==> config.mk <==
export PLATFORM = sky130hd
export DESIGN_NAME = wsc_sequencer
export DESIGN_NICKNAME = d
export VERILOG_FILES = /design/src/rtl/wsc_pkg.sv /design/src/rtl/wsc_shifter.sv /design/src/rtl/wsc_sequencer.sv
export SDC_FILE = /design/constraint.sdc
export NUM_CORES = 1
export LEC_CHECK = 0
export CAP_MARGIN = 10
export CORE_MARGIN = 2
export CORE_UTILIZATION = 40
export DETAILED_ROUTE_END_ITERATION = 8
export HOLD_SLACK_MARGIN = 0.02
export PLACE_DENSITY = 0.6
export SLEW_MARGIN = 0
export SYNTH_ARGS = -nofsm -noshare
export SYNTH_HDL_FRONTEND = slang
export SYNTH_SLANG_ARGS = --single-unit
==> constraint.sdc <==
create_clock -name WRCK -period 2.6 [get_ports WRCK]
set_clock_uncertainty 0.15 [all_clocks]
set_input_delay 0.26 -clock WRCK [delete_from_list [all_inputs] [get_ports WRCK]]
set_output_delay 0.26 -clock WRCK [all_outputs]
set_load 0.01 [all_outputs]
==> src/rtl/wsc_pkg.sv <==
// Shared definitions for the WSC sequencer: state encoding and default sizes.
package wsc_pkg;

  localparam int MAX_LEN_DEF = 32;
  localparam int LEN_W_DEF   = 6;

  typedef enum logic [2:0] {
    IDLE    = 3'd0,
    SETUP   = 3'd1,
    CAPTURE = 3'd2,
    SHIFT   = 3'd3,
    UPDATE  = 3'd4,
    DONE    = 3'd5
  } state_t;

endpackage

==> src/rtl/wsc_shifter.sv <==
// Shift-in / shift-out register pair plus the bit counter for one WSC shift.
// Data is presented LSB first; captured WSO bits land at the counter index,
// so bits beyond the shift length stay zero.
module wsc_shifter #(
  parameter int MAX_LEN = 32,
  parameter int LEN_W   = 6
) (
  input  logic               clk,
  input  logic               srst,
  input  logic               load,
  input  logic [LEN_W-1:0]   load_len,
  input  logic [MAX_LEN-1:0] load_data,
  input  logic               shift_en,
  input  logic               wso,
  output logic               next_bit,
  output logic               done,
  output logic               len_zero,
  output logic [MAX_LEN-1:0] captured
);

  localparam logic [LEN_W-1:0] MAX_LEN_L = LEN_W'(MAX_LEN);

  logic [MAX_LEN-1:0] sin_reg;
  logic [MAX_LEN-1:0] sout_reg;
  logic [LEN_W-1:0]   len_reg;
  logic [LEN_W-1:0]   cnt_reg;
  logic [LEN_W-1:0]   len_clamped;
  logic [MAX_LEN-1:0] hit;

  assign len_clamped = (load_len > MAX_LEN_L) ? MAX_LEN_L : load_len;

  // One-hot decode of the counter selects which response bit takes WSO.
  genvar gi;
  generate
    for (gi = 0; gi < MAX_LEN; gi++) begin : g_hit
      assign hit[gi] = (cnt_reg == LEN_W'(gi));
    end
  endgenerate

  // While shifting, sin_reg[0] is the bit currently on WSI, so the bit for
  // the following cycle is sin_reg[1]; before the first shift it is sin_reg[0].
  assign next_bit = shift_en ? sin_reg[1] : sin_reg[0];
  assign done     = (cnt_reg == (len_reg - LEN_W'(1)));
  assign len_zero = (len_reg == '0);
  assign captured = sout_reg;

  // Load on command acceptance, then shift one bit per enabled cycle.
  always_ff @(posedge clk) begin
    if (srst) begin
      sin_reg  <= '0;
      sout_reg <= '0;
      len_reg  <= '0;
      cnt_reg  <= '0;
    end else if (load) begin
      sin_reg  <= load_data;
      sout_reg <= '0;
      len_reg  <= len_clamped;
      cnt_reg  <= '0;
    end else if (shift_en) begin
      sin_reg  <= {1'b0, sin_reg[MAX_LEN-1:1]};
      sout_reg <= sout_reg | ({MAX_LEN{wso}} & hit);
      if (!done) begin
        cnt_reg <= cnt_reg + LEN_W'(1);
      end
    end
  end

endmodule

==> src/rtl/wsc_sequencer.sv <==
// IEEE 1500 WSC initiator: runs select-setup, capture, shift, update for one
// command and returns the captured WSO bits. All WSC pins are registered and
// decoded from the next state so each strobe lines up with its state.
module wsc_sequencer
  import wsc_pkg::*;
#(
  parameter int MAX_LEN = MAX_LEN_DEF,
  parameter int LEN_W   = LEN_W_DEF
) (
  input  logic               WRCK,
  input  logic               WRST,
  input  logic               cmd_valid,
  output logic               cmd_ready,
  input  logic               cmd_sel_wir,
  input  logic [LEN_W-1:0]   cmd_len,
  input  logic [MAX_LEN-1:0] cmd_data,
  output logic               rsp_valid,
  output logic [MAX_LEN-1:0] rsp_data,
  output logic               busy,
  output logic               SelectWIR,
  output logic               CaptureWR,
  output logic               ShiftWR,
  output logic               UpdateWR,
  output logic               WSI,
  input  logic               WSO
);

  state_t state_reg, state_next;

  logic               sel_wir_reg;
  logic               select_wir_reg, select_wir_next;
  logic               capture_wr_reg, capture_wr_next;
  logic               shift_wr_reg, shift_wr_next;
  logic               update_wr_reg, update_wr_next;
  logic               wsi_reg, wsi_next;
  logic               rsp_valid_reg, rsp_valid_next;
  logic [MAX_LEN-1:0] rsp_data_reg;

  logic               accept;
  logic               sel_src;
  logic               next_bit;
  logic               shift_done;
  logic               len_zero;
  logic [MAX_LEN-1:0] captured;

  assign cmd_ready = (state_reg == IDLE) && !WRST;
  assign accept    = cmd_valid && cmd_ready;
  assign busy      = (state_reg != IDLE);
  // On the acceptance edge the select value comes straight from the command.
  assign sel_src   = accept ? cmd_sel_wir : sel_wir_reg;

  assign SelectWIR = select_wir_reg;
  assign CaptureWR = capture_wr_reg;
  assign ShiftWR   = shift_wr_reg;
  assign UpdateWR  = update_wr_reg;
  assign WSI       = wsi_reg;
  assign rsp_valid = rsp_valid_reg;
  assign rsp_data  = rsp_data_reg;

  wsc_shifter #(
    .MAX_LEN (MAX_LEN),
    .LEN_W   (LEN_W)
  ) u_shifter (
    .clk       (WRCK),
    .srst      (WRST),
    .load      (accept),
    .load_len  (cmd_len),
    .load_data (cmd_data),
    .shift_en  (state_reg == SHIFT),
    .wso       (WSO),
    .next_bit  (next_bit),
    .done      (shift_done),
    .len_zero  (len_zero),
    .captured  (captured)
  );

  // Next-state logic, then WSC pin values decoded from the next state.
  always_comb begin
    state_next      = state_reg;
    select_wir_next = 1'b0;
    capture_wr_next = 1'b0;
    shift_wr_next   = 1'b0;
    update_wr_next  = 1'b0;
    wsi_next        = 1'b0;
    rsp_valid_next  = 1'b0;

    case (state_reg)
      IDLE:    if (accept) state_next = SETUP;
      SETUP:   state_next = CAPTURE;
      CAPTURE: state_next = len_zero ? UPDATE : SHIFT;
      SHIFT:   state_next = shift_done ? UPDATE : SHIFT;
      UPDATE:  state_next = DONE;
      DONE:    state_next = IDLE;
      default: state_next = IDLE;
    endcase

    case (state_next)
      SETUP:   select_wir_next = sel_src;
      CAPTURE: begin
        select_wir_next = sel_src;
        capture_wr_next = 1'b1;
      end
      SHIFT: begin
        select_wir_next = sel_src;
        shift_wr_next   = 1'b1;
        wsi_next        = next_bit;
      end
      UPDATE: begin
        select_wir_next = sel_src;
        update_wr_next  = 1'b1;
      end
      DONE:    rsp_valid_next = 1'b1;
      default: ;
    endcase
  end

  // State and output registers; reset drops any command in flight.
  always_ff @(posedge WRCK) begin
    if (WRST) begin
      state_reg      <= IDLE;
      sel_wir_reg    <= 1'b0;
      select_wir_reg <= 1'b0;
      capture_wr_reg <= 1'b0;
      shift_wr_reg   <= 1'b0;
      update_wr_reg  <= 1'b0;
      wsi_reg        <= 1'b0;
      rsp_valid_reg  <= 1'b0;
      rsp_data_reg   <= '0;
    end else begin
      state_reg      <= state_next;
      select_wir_reg <= select_wir_next;
      capture_wr_reg <= capture_wr_next;
      shift_wr_reg   <= shift_wr_next;
      update_wr_reg  <= update_wr_next;
      wsi_reg        <= wsi_next;
      rsp_valid_reg  <= rsp_valid_next;
      if (accept) begin
        sel_wir_reg <= cmd_sel_wir;
      end
      if (state_next == DONE) begin
        rsp_data_reg <= captured;
      end
    end
  end

endmodule
* Yosys cells after proc, flatten, opt, wreduce, memory -nomap -nowiden
Index checks and enable logic that the tools add are counted.
Operators by class: multiplexer cells 13, bitwise gates (word level) 5, equal/unequal tests 41, order comparisons 1, reduce and logical (&&, ||, !) cells 13, $add $sub $neg 2
Operators with widths (count):
- == test 6 x 5 -> 1 bit (second input constant) | 16
- 2-to-1 mux 32 bit | 2
- == test 6 x 4 -> 1 bit (second input constant) | 8
- AND 32 bit | 1
- OR 32 bit | 1
- == test 6 x 3 -> 1 bit (second input constant) | 4
- case mux 3 bit (5 select lines) | 1
- == test 3 x 2 -> 1 bit (second input constant) | 4
- == test 6 x 2 -> 1 bit (second input constant) | 2
- zero test 6 bit | 2
- == test 3 bit (second input constant) | 3
- 2-to-1 mux 3 bit | 3
- adder 6 x 1 -> 6 bit (second input constant) | 1
- == test 3 x 1 -> 1 bit (second input constant) | 2
- == test 6 x 1 -> 1 bit (second input constant) | 1
- == test 6 bit | 1
- > comparator 6 bit (second input constant) | 1
- 2-to-1 mux 1 bit | 6
- 2-to-1 mux 6 bit | 1
- OR reduction 2 bit | 3
- subtractor 6 x 1 -> 6 bit (second input constant) | 1
- OR reduction 4 bit | 1
- zero test 3 bit | 1
- NOT 1 bit | 3
- other kinds (5) | 6
Storage, ports and cells: register bits after elaboration 118, logic and storage cells 88

* Longest topological paths before layout
Gate-level depths: netlist (run 1).
depth in word-level cells 9, mapped depth 8, gate-level depth less buffers 7

* Modules after synthesis
A second synthesis (run 1) with hierarchy kept.
Unflattened totals: cell total of the unflattened synthesis 581, area total of the unflattened synthesis 5273.8 sq um
By module, submodules not included:
- wsc_shifter | instances 1, cells each 399, area an instance 3342.0 sq um
- wsc_sequencer | instances 1, cells each 182, area an instance 1931.9 sq um

* Worst setup path before layout (run 1)
Ideal clock, no wire load.
path type register to register, start register u_shifter.len_reg[0], end register u_shifter.cnt_reg[2], arrival 1.617 ns, clock period less this slack 1.834 ns, slack 0.766 ns, buffers on the path 1, cell stages (with the launch flop) 9, required time 2.383 ns, setup time 0.067 ns, cells stage by stage dfxtp_1 inv_1 ha_1 xnor2_1 nor2_1 and4_4 buf_6 a2111o_1 o21ai_2
Between the ends: word-level cells in the longest chain between the ends 4
RTL lines:
- from (decl) | line wsc_shifter.sv:25 | logic [LEN_W-1:0] len_reg;
- from (signal assigned) | line wsc_shifter.sv:57 | len_reg <= len_clamped;
- subtractor 6 x 1 -> 6 bit | line wsc_shifter.sv:43 | assign done = (cnt_reg == (len_reg - LEN_W'(1)));
- == test 6 bit | line wsc_shifter.sv:43
- NOT 1 bit (no source line)
- AND reduction 2 bit (no source line)
- to (signal assigned) | line wsc_shifter.sv:63 | cnt_reg <= cnt_reg + LEN_W'(1);
- to (decl) | line wsc_shifter.sv:26 | logic [LEN_W-1:0] cnt_reg;
Every way passes these cells. A chain may end at the register's enable or synchronous reset.

* Worst setup path in the final report (run 1)
start register state_reg[1], end output port cmd_ready
Between the ends: word-level cells in the longest chain between the ends 2
RTL lines:
- from (decl) | line wsc_sequencer.sv:28 | state_t state_reg, state_next;
- from (signal assigned) | line wsc_sequencer.sv:130 | state_reg <= state_next;
- zero test 3 bit | line wsc_sequencer.sv:46 | assign cmd_ready = (state_reg == IDLE) && !WRST;
- logical AND 1 bit | line wsc_sequencer.sv:46
- to (decl) | line wsc_sequencer.sv:13 | output logic cmd_ready,
Every way passes these cells.

==> impl_metrics.py, run 1 <==
metrics = {
    "status": {
        "status": "finished clean",
    },
    "worst_setup_path": {
        "cp_data_arrival_time_ns": 1.81,
        "start_kind": "register",
        "path_class": "reg2out",
        "crit_fanout": 11,
        "end_kind": "output pin",
        "critPathRequiredTime_ns": 2.19,
        "reg2reg_slack_ns": 0.48,
    },
    "grt": {
        "grt_usage": 0.178,
        "grt_pass1_wl_um": 18000,
        "grt_overflow": 0,
        "grt_max_degree": 52,
        "antenna_found_initial": 0,
        "grt_pass1_vias": 3730,
    },
    "cts": {
        "post_cts_buffers": 0,
        "numCtsBuffers": 17,
        "cts_tree": "yes",
        "cts_root_buf": "clkbuf_16",
        "path_clk_slew_ns": 0.05,
        "cts_resized": 0,
        "clk_latency_ns": 0.41,
        "cts_sinks": 118,
        "cts_buffer_depth": 2,
        "ctsHoldBuffers": 0,
        "h-tree-depth": 4,
    },
    "synthesis": {
        "synth_area_per_cell_um2": 8.61,
        "yosys.area.top_type": "dfxtp_1",
        "syn_area_um2": 4690,
        "syn_inst": 545,
        "synth_cell_types": 48,
        "synth_area_leaders": "dfxtp_1, a21oi_1, nand2_1",
        "synth-seq-cells": 118,
        "async_flop_share": 0,
        "ys.flop_type": "dfxtp_1",
        "ys_warn_count": 0,
        "synth.most_common_cell": "dfxtp_1",
        "yosysTopAreaCellShare": 0.503,
        "synth-edff-count": 0,
        "syn_nets": 594,
        "synthTopCellsByCount": "dfxtp_1, nand2_1, a21oi_1, nor2_1, a22oi_1",
        "synth-seq-area-share": 0.503,
    },
    "placement": {
        "pre_cts_ws_ns": 0.532,
        "port_buffers": 82,
        "gp_congestion": 0.754,
        "place_inst": 739,
        "hpwl_um": 7240,
    },
    "timing": {
        "setup_tns_ns": 0,
        "rsz0062_at_grt": "false",
        "max_freq_mhz": 450,
        "setup_ws_ns": 0.377,
        "max_slew.worst_pin.slew_ns": 0.705,
        "slew_violations": 0,
        "post-route-min-period_ns": 2.22,
        "relSlewSlack": 0.529,
        "post-route-period-util": 0.855,
        "finalSetupViolCount": 0,
        "hold_viol_final": 0,
    },
    "final_layout": {
        "nNetsFinal": 664,
        "final_cells": 770,
        "area_delta_synth_final_pct": 31.2,
        "n_fill_cell": 1112,
        "diodes": 0,
        "drive_gt1_frac": 0.0925,
    },
    "drt": {
        "route.final.wire_length_um": 10900,
        "firstDrtPassIters": 4,
        "vias_per_cell": 5.11,
        "drc": 0,
        "drtIter0Drc": 220,
        "wl_per_cell_um": 14.2,
        "vias": 3933,
        "ant_nets": 0,
    },
    "floorplanning": {
        "ios": 83,
        "initial_utilization": 0.411,
        "die_area_um2": 12600,
        "die_w_um": 112,
        "coreArea_um2": 11400,
        "rows": 39,
        "die_y_um": 112,
    },
    "hold_path": {
        "hold_class": "in2reg",
    },
    "power_and_ir_drop": {
        "power_leakage_nw": 2.15,
        "vdd_drop_max_mv": 0.611,
        "powerDensity_nw_per_um2": 743,
    },
    "run": {
        "maxCapViolCount": 0,
    },
}
## layer usage
layer,part of all wire,vias to the layer above,GRT usage
met5,0,-,0
met4,0.0093,0,0.0715
met3,0.046,11,0.0572
met2,0.47,90,0.293
met1,0.47,1825,0.217
li1,-,2007,-
## stage by stage
stage / cell area (um^2) / utilization / total power, mW / hold WS, ns
after floorplan: 4690 / - / 2.16 / 0.218
after global placement: 5560 / 0.487 / 2.29 / 0.292
after detailed placement: 5560 / 0.487 / 2.29 / 0.296
after CTS: 6150 / 0.539 / 4.62 / 0.194
after global routing: 6150 / 0.539 / 4.75 / 0.212
final: 6150 / 0.539 / 4.57 / 0.210
## layout by cell type, fill, tap and decap left out, drive strengths merged, types with 9 or more instances in the layout
cell type      count
nor2              41
a21oi            106
o21ai              9
buf                9
clkbuf            23
and2              10
dfxtp            118
a22oi             28
clkdlybuf4s50     81
nand2            117
## cell families after synthesis
| group | synth area share |
|---|---|
| simple gates | 0.203 |
| compound gates | 0.208 |
| flops | 0.503 |
| buf+inv | 0.0459 |
| xor+xnor | 0.0149 |
| fa+ha+maj | 0.0160 |
| mux | 0.00853 |
## layout make-up
cell class	instances	area (um^2)	area share
clock buffers	23	498	0.0809
repair buffers	90	876	0.142
inverters	6	22.5	0.00366
multi-input cells	382	2120	0.345
clock inverters	8	96.3	0.0157
well taps	143	179	0.0291
flip-flops and latches	118	2360	0.384
## worst paths after layout
kind,startpoint,endpoint,cells after the start
worst max-delay path,state_reg[1],cmd_ready,2
worst max register to register,state_reg[1],u_shifter.sin_reg[13],5
worst min register to register,u_shifter.sin_reg[7],u_shifter.sin_reg[7],2
worst min-delay path,WRST,state_reg[2],3
## critical path: stages (launching register included)
cell	delay [ns]
dfxtp_1	0.42
nor4_4	0.38
clkdlybuf4s50_1	0.60
## where the power goes
group / internal (mW) / total (mW) / switching, mW / leakage, nW
Sequential: 1.86 / 1.90 / 0.0395 / 0.955
Clock: 1.52 / 2.31 / 0.790 / 0.295
Combinational: 0.162 / 0.360 / 0.198 / 0.900
Note: power is estimated with default switching activity, not from simulation.
==> run 2: changes to the inputs <==
CORE_ASPECT_RATIO = 0.9   (was unset)
PLACE_DENSITY = unset   (was 0.6)
SYNTH_HIERARCHICAL = 1   (was unset)
==> run 2 against run 1 <==
Hold slack improved by 0.083 ns; maximum frequency decreased by 5.2%; highest routed layer unchanged; power decreased by 0.87%; via count increased by 3.0%; synthesized cell count increased by 6.6%; largest power group unchanged; count of clock-buffer cells in the layout decreased by 6; clock power decreased by 5%; global-route usage decreased by 1.2 points; sequential share of layout area decreased by 3.0 points; design area increased by 8.5%; sequential cell count unchanged.
==> impl_metrics.py, run 2 <==
metrics = {
    "drt": {
        "firstDrtPassIters": 4,
        "drtIter0Drc": 167,
        "vias_per_cell": 4.92,
        "ant_nets": 0,
        "drc": 0,
        "route.final.wire_length_um": 11100,
        "wl_per_cell_um": 13.4,
        "vias": 4050,
    },
    "synthesis": {
        "ys_warn_count": 6,
        "syn_area_um2": 5270,
        "synth.most_common_cell": "dfxtp_1",
        "synth_area_leaders": "dfxtp_1, mux2i_1, nand2b_1",
        "synth_cell_types": 54,
        "async_flop_share": 0,
        "yosysTopAreaCellShare": 0.448,
        "synthTopCellsByCount": "dfxtp_1, nor2_1, nand2b_1, a21oi_1, mux2i_1",
        "ys.flop_type": "dfxtp_1",
        "yosys.area.top_type": "dfxtp_1",
        "synth_area_per_cell_um2": 9.08,
        "synth-edff-count": 0,
        "syn_inst": 581,
        "syn_nets": 630,
        "synth-seq-area-share": 0.448,
        "synth-seq-cells": 118,
    },
    "placement": {
        "gp_congestion": 0.810,
        "hpwl_um": 7370,
        "pre_cts_ws_ns": 0.304,
        "dpl_cell_area_um2": 6120,
        "port_buffers": 82,
        "place_inst": 792,
    },
    "timing": {
        "setup_tns_ns": 0,
        "post-route-min-period_ns": 2.35,
        "max_slew.worst_pin.slew_ns": 0.724,
        "rsz0062_at_grt": "false",
        "hold_ws_ns": 0.294,
        "hold_viol_final": 0,
        "setup_ws_ns": 0.255,
        "slew_violations": 0,
        "finalSetupViolCount": 0,
        "post-route-period-util": 0.902,
        "relSlewSlack": 0.516,
        "max_freq_mhz": 426,
    },
    "final_layout": {
        "nNetsFinal": 696,
        "fin_area_um2": 6680,
        "final_cells": 824,
        "layout.cells.most_common": "dfxtp_1",
        "area_delta_synth_final_pct": 26.7,
        "layout_common_cells": "dfxtp_1, nor2_1, clkdlybuf4s50_1",
        "drive_gt1_frac": 0.0848,
        "diodes": 0,
        "post-route-util": 0.523,
    },
    "floorplanning": {
        "coreArea_um2": 12800,
        "die_w_um": 125,
        "ios": 83,
        "initial_utilization": 0.413,
        "die_area_um2": 14100,
        "die_y_um": 113,
        "rows": 39,
    },
    "cts": {
        "post_cts_buffers": 0,
        "cts_tree": "yes",
        "clk_latency_ns": 0.41,
        "cts_buffer_depth": 2,
        "path_clk_slew_ns": 0.05,
        "cts_root_buf": "clkbuf_16",
        "h-tree-depth": 4,
        "numCtsBuffers": 17,
        "ctsHoldBuffers": 0,
        "cts_sinks": 118,
        "cts_resized": 0,
    },
    "grt": {
        "grt_overflow": 0,
        "antenna_found_initial": 0,
        "grt_pass1_vias": 4032,
        "grt_max_degree": 61,
        "grt_usage": 0.166,
        "grt_pass1_wl_um": 19100,
    },
    "worst_setup_path": {
        "setup.worst_path.end": "state_reg[0]",
        "r2r_start": "u_shifter/len_reg[0]",
        "path_class": "reg2reg",
        "reg2reg_slack_ns": 0.25,
        "end_kind": "register",
        "cp_data_arrival_time_ns": 2.47,
        "crit_fanout": 12,
        "ff2ff_path_depth": 8,
        "timing.rr.end": "state_reg[0]",
        "crit_path_start": "u_shifter/len_reg[0]",
        "critPathRequiredTime_ns": 2.73,
        "start_kind": "register",
    },
    "hold_path": {
        "hold_class": "in2reg",
    },
    "power_and_ir_drop": {
        "vdd_drop_max_mv": 0.384,
        "fin_total_pwr_mw": 4.53,
        "power_leakage_nw": 2.32,
        "powerDensity_nw_per_um2": 679,
    },
    "status": {
        "status": "finished clean",
    },
    "run": {
        "maxCapViolCount": 0,
    },
}
==> run 2: cell count changes in the layout (fill, tap and decap cells not counted), sizes merged, moves of 4 or more <==
cell and change:
a22oi -27, clkbuf -6, a21oi -37, mux2i +62
a211oi +4, nand2b +68, nand2 -109, nor2 +63
clkinv +4, nand4b +5, o21ai -7
==> run 2: cells by family (layout without fill, tap and decap cells) <==
logic type,Yosys count,after routing,share of synthesized area
simple gates,242,242,0.243
fa+ha+maj,6,6,0.0142
flops,118,118,0.448
xor+xnor,7,7,0.0116
mux,68,68,0.130
buf+inv,52,131,0.0569
compound gates,88,88,0.0968
==> run 2: area by class of cell <==
class / instances / area (um^2)
Fill cell: 1203 / 6100
Multi-Input combinational cell: 411 / 2630
Sequential cell: 118 / 2360
Timing Repair Buffer: 90 / 888
Clock buffer: 17 / 425
Tap cell: 164 / 205
Clock inverter: 15 / 139
Inverter: 9 / 33.8
==> run 2: worst max-delay path: stages (launching register included) <==
cell and delay (ns):
dfxtp_1 0.36, inv_1 0.13, ha_1 0.20, nand2_1 0.06
or4_1 0.50, and2_1 0.29, nor2b_1 0.21, mux2_2 0.24
o32ai_2 0.08
==> run 2: power breakdown <==
group | switching, mW | total [mW] | internal, mW
Clock | 0.802 | 2.19 | 1.39
Sequential | 0.0438 | 1.91 | 1.86
Combinational | 0.215 | 0.434 | 0.219
==> run 2: worst min path at each step <==
stage | from | end | slack (ns) | depth (start not counted)
5_1_grt | cmd_len[2] | u_shifter/len_reg[2] | 0.29 | 3
2_1_floorplan | cmd_data[10] | u_shifter/sin_reg[10] | 0.25 | 2
6_report | WRST | SelectWIR | 0.29 | 3
3_5_place_dp | u_shifter/captured[0] | u_shifter/captured[0] | 0.31 | 2
4_1_cts | cmd_len[2] | u_shifter/len_reg[2] | 0.28 | 3
3_3_place_gp | u_shifter/captured[1] | u_shifter/captured[1] | 0.30 | 2
==> run 2: metal layers <==
metal,wire (um),global-route usage,vias up
met5,0,0,-
met4,95,0.0570,0
met3,464,0.0473,6
met2,5020,0.268,86
met1,5490,0.214,1870
li1,-,-,2088
==> run 3: changes to the inputs <==
CORE_MARGIN = unset   (was 2)
==> run 3 against run 2 <==
Combinational power about the same; routed wire length grew 1.3%; utilization increased by 0.15 points; maximum frequency down 1.3%; hold slack worse by 0.018 ns; critical path type unchanged; clock power grew 4%; count of clock-buffer cells in the layout up 4; setup slack worse by 0.032 ns; largest power group unchanged; non-clock buffer count is 1 higher.
==> impl_metrics.py, run 3 (same netlist as run 2, synthesis figures left out) <==
metrics = {
    "status": {
        "status": "finished clean",
    },
    "worst_setup_path": {
        "cp_data_arrival_time_ns": 2.51,
        "start_kind": "register",
        "path_class": "reg2reg",
        "critPathRequiredTime_ns": 2.73,
        "crit_fanout": 12,
        "end_kind": "register",
    },
    "floorplanning": {
        "die_y_um": 111,
        "die_area_um2": 13600,
        "rows": 39,
        "coreArea_um2": 12800,
        "initial_utilization": 0.413,
        "ios": 83,
        "die_w_um": 123,
    },
    "timing": {
        "post-route-min-period_ns": 2.38,
        "slew_violations": 0,
        "finalSetupViolCount": 0,
        "rsz0062_at_grt": "false",
        "max_freq_mhz": 421,
        "hold_ws_ns": 0.275,
        "setup_tns_ns": 0,
        "post-route-period-util": 0.914,
        "relSlewSlack": 0.531,
        "hold_viol_final": 0,
        "max_slew.worst_pin.slew_ns": 0.700,
        "setup_ws_ns": 0.223,
    },
    "final_layout": {
        "drive_gt1_frac": 0.0787,
        "diodes": 0,
        "nNetsFinal": 697,
        "final_cells": 825,
        "layout.cells.most_common": "dfxtp_1",
        "layout_common_cells": "dfxtp_1, nor2_1, clkdlybuf4s50_1",
        "area_delta_synth_final_pct": 27.0,
        "post-route-util": 0.524,
    },
    "drt": {
        "drc": 0,
        "ant_nets": 0,
        "vias": 4092,
        "route.final.wire_length_um": 11200,
        "drtIter0Drc": 246,
        "firstDrtPassIters": 4,
        "vias_per_cell": 4.96,
        "wl_per_cell_um": 13.6,
    },
    "run": {
        "maxCapViolCount": 0,
    },
    "grt": {
        "grt_usage": 0.181,
        "grt_pass1_vias": 4136,
        "grt_pass1_wl_um": 19400,
        "grt_overflow": 0,
        "grt_max_degree": 59,
        "antenna_found_initial": 0,
    },
    "cts": {
        "cts_buffer_depth": 2,
        "cts_root_buf": "clkbuf_16",
        "h-tree-depth": 4,
        "clk_latency_ns": 0.41,
        "numCtsBuffers": 17,
        "cts_sinks": 118,
        "path_clk_slew_ns": 0.05,
        "cts_tree": "yes",
    },
    "power_and_ir_drop": {
        "powerDensity_nw_per_um2": 689,
        "vdd_drop_max_mv": 0.396,
        "power_leakage_nw": 2.34,
    },
    "placement": {
        "pre_cts_ws_ns": 0.247,
        "hpwl_um": 7570,
        "port_buffers": 82,
        "place_inst": 792,
        "gp_congestion": 0.795,
    },
    "hold_path": {
        "hold_class": "in2reg",
    },
}
## run 3: stage by stage
stage	cell area (um^2)	power, mW
after floorplan	5270	2.25
after global placement	6120	2.37
after detailed placement	6120	2.38
after CTS	6700	4.67
after global routing	6700	4.82
final	6700	4.61
## run 3: critical path: stages (launching register included)
cell     delay (ns)
dfxtp_1        0.36
inv_1          0.12
ha_1           0.20
nand2_1        0.06
or4_1          0.51
and2_1         0.30
nor2b_1        0.22
mux2_2         0.25
o32ai_2        0.09
## run 3: final timing paths
kind	start	to	slack [ns]	cells past startpoint
max reg2reg	u_shifter/len_reg[0]	state_reg[0]	0.22	8
max	u_shifter/len_reg[0]	state_reg[0]	0.22	8
min reg2reg	u_shifter/captured[18]	u_shifter/captured[18]	0.32	2
min	cmd_len[2]	u_shifter/len_reg[2]	0.28	3
## run 3: final cells by class
class | instances | area (um^2)
inverter | 9 | 33.8
clock buffer | 21 | 440
multi-input combinational | 411 | 2630
timing repair buffer | 91 | 898
fill | 1202 | 6090
clock inverter | 11 | 133
sequential | 118 | 2360
tap | 164 | 205
## run 3: report_power, final
| group | leakage [nW] | switching (mW) | internal (mW) |
|---|---|---|---|
| clock network | 0.284 | 0.781 | 1.49 |
| registers | 0.954 | 0.0438 | 1.86 |
| logic | 1.10 | 0.216 | 0.219 |
| total | 2.34 | 1.04 | 3.57 |
## run 3: timing repair
action | CTS | global route
hold buffers | 1 | 0
setup buffers | 0 | 0
gates resized for setup | 0 | 0
hold endpoints to repair | 6 | 0
## run 3: routing by layer
| layer | vias up | share of wire | routed length [um] | GRT usage |
|---|---|---|---|---|
| li1 | 2095 | - | - | - |
| met4 | 0 | 0.012 | 134 | 0.0659 |
| met3 | 13 | 0.041 | 465 | 0.0556 |
| met1 | 1915 | 0.49 | 5470 | 0.231 |
| met5 | - | 0 | 0 | 0 |
| met2 | 69 | 0.46 | 5140 | 0.286 |
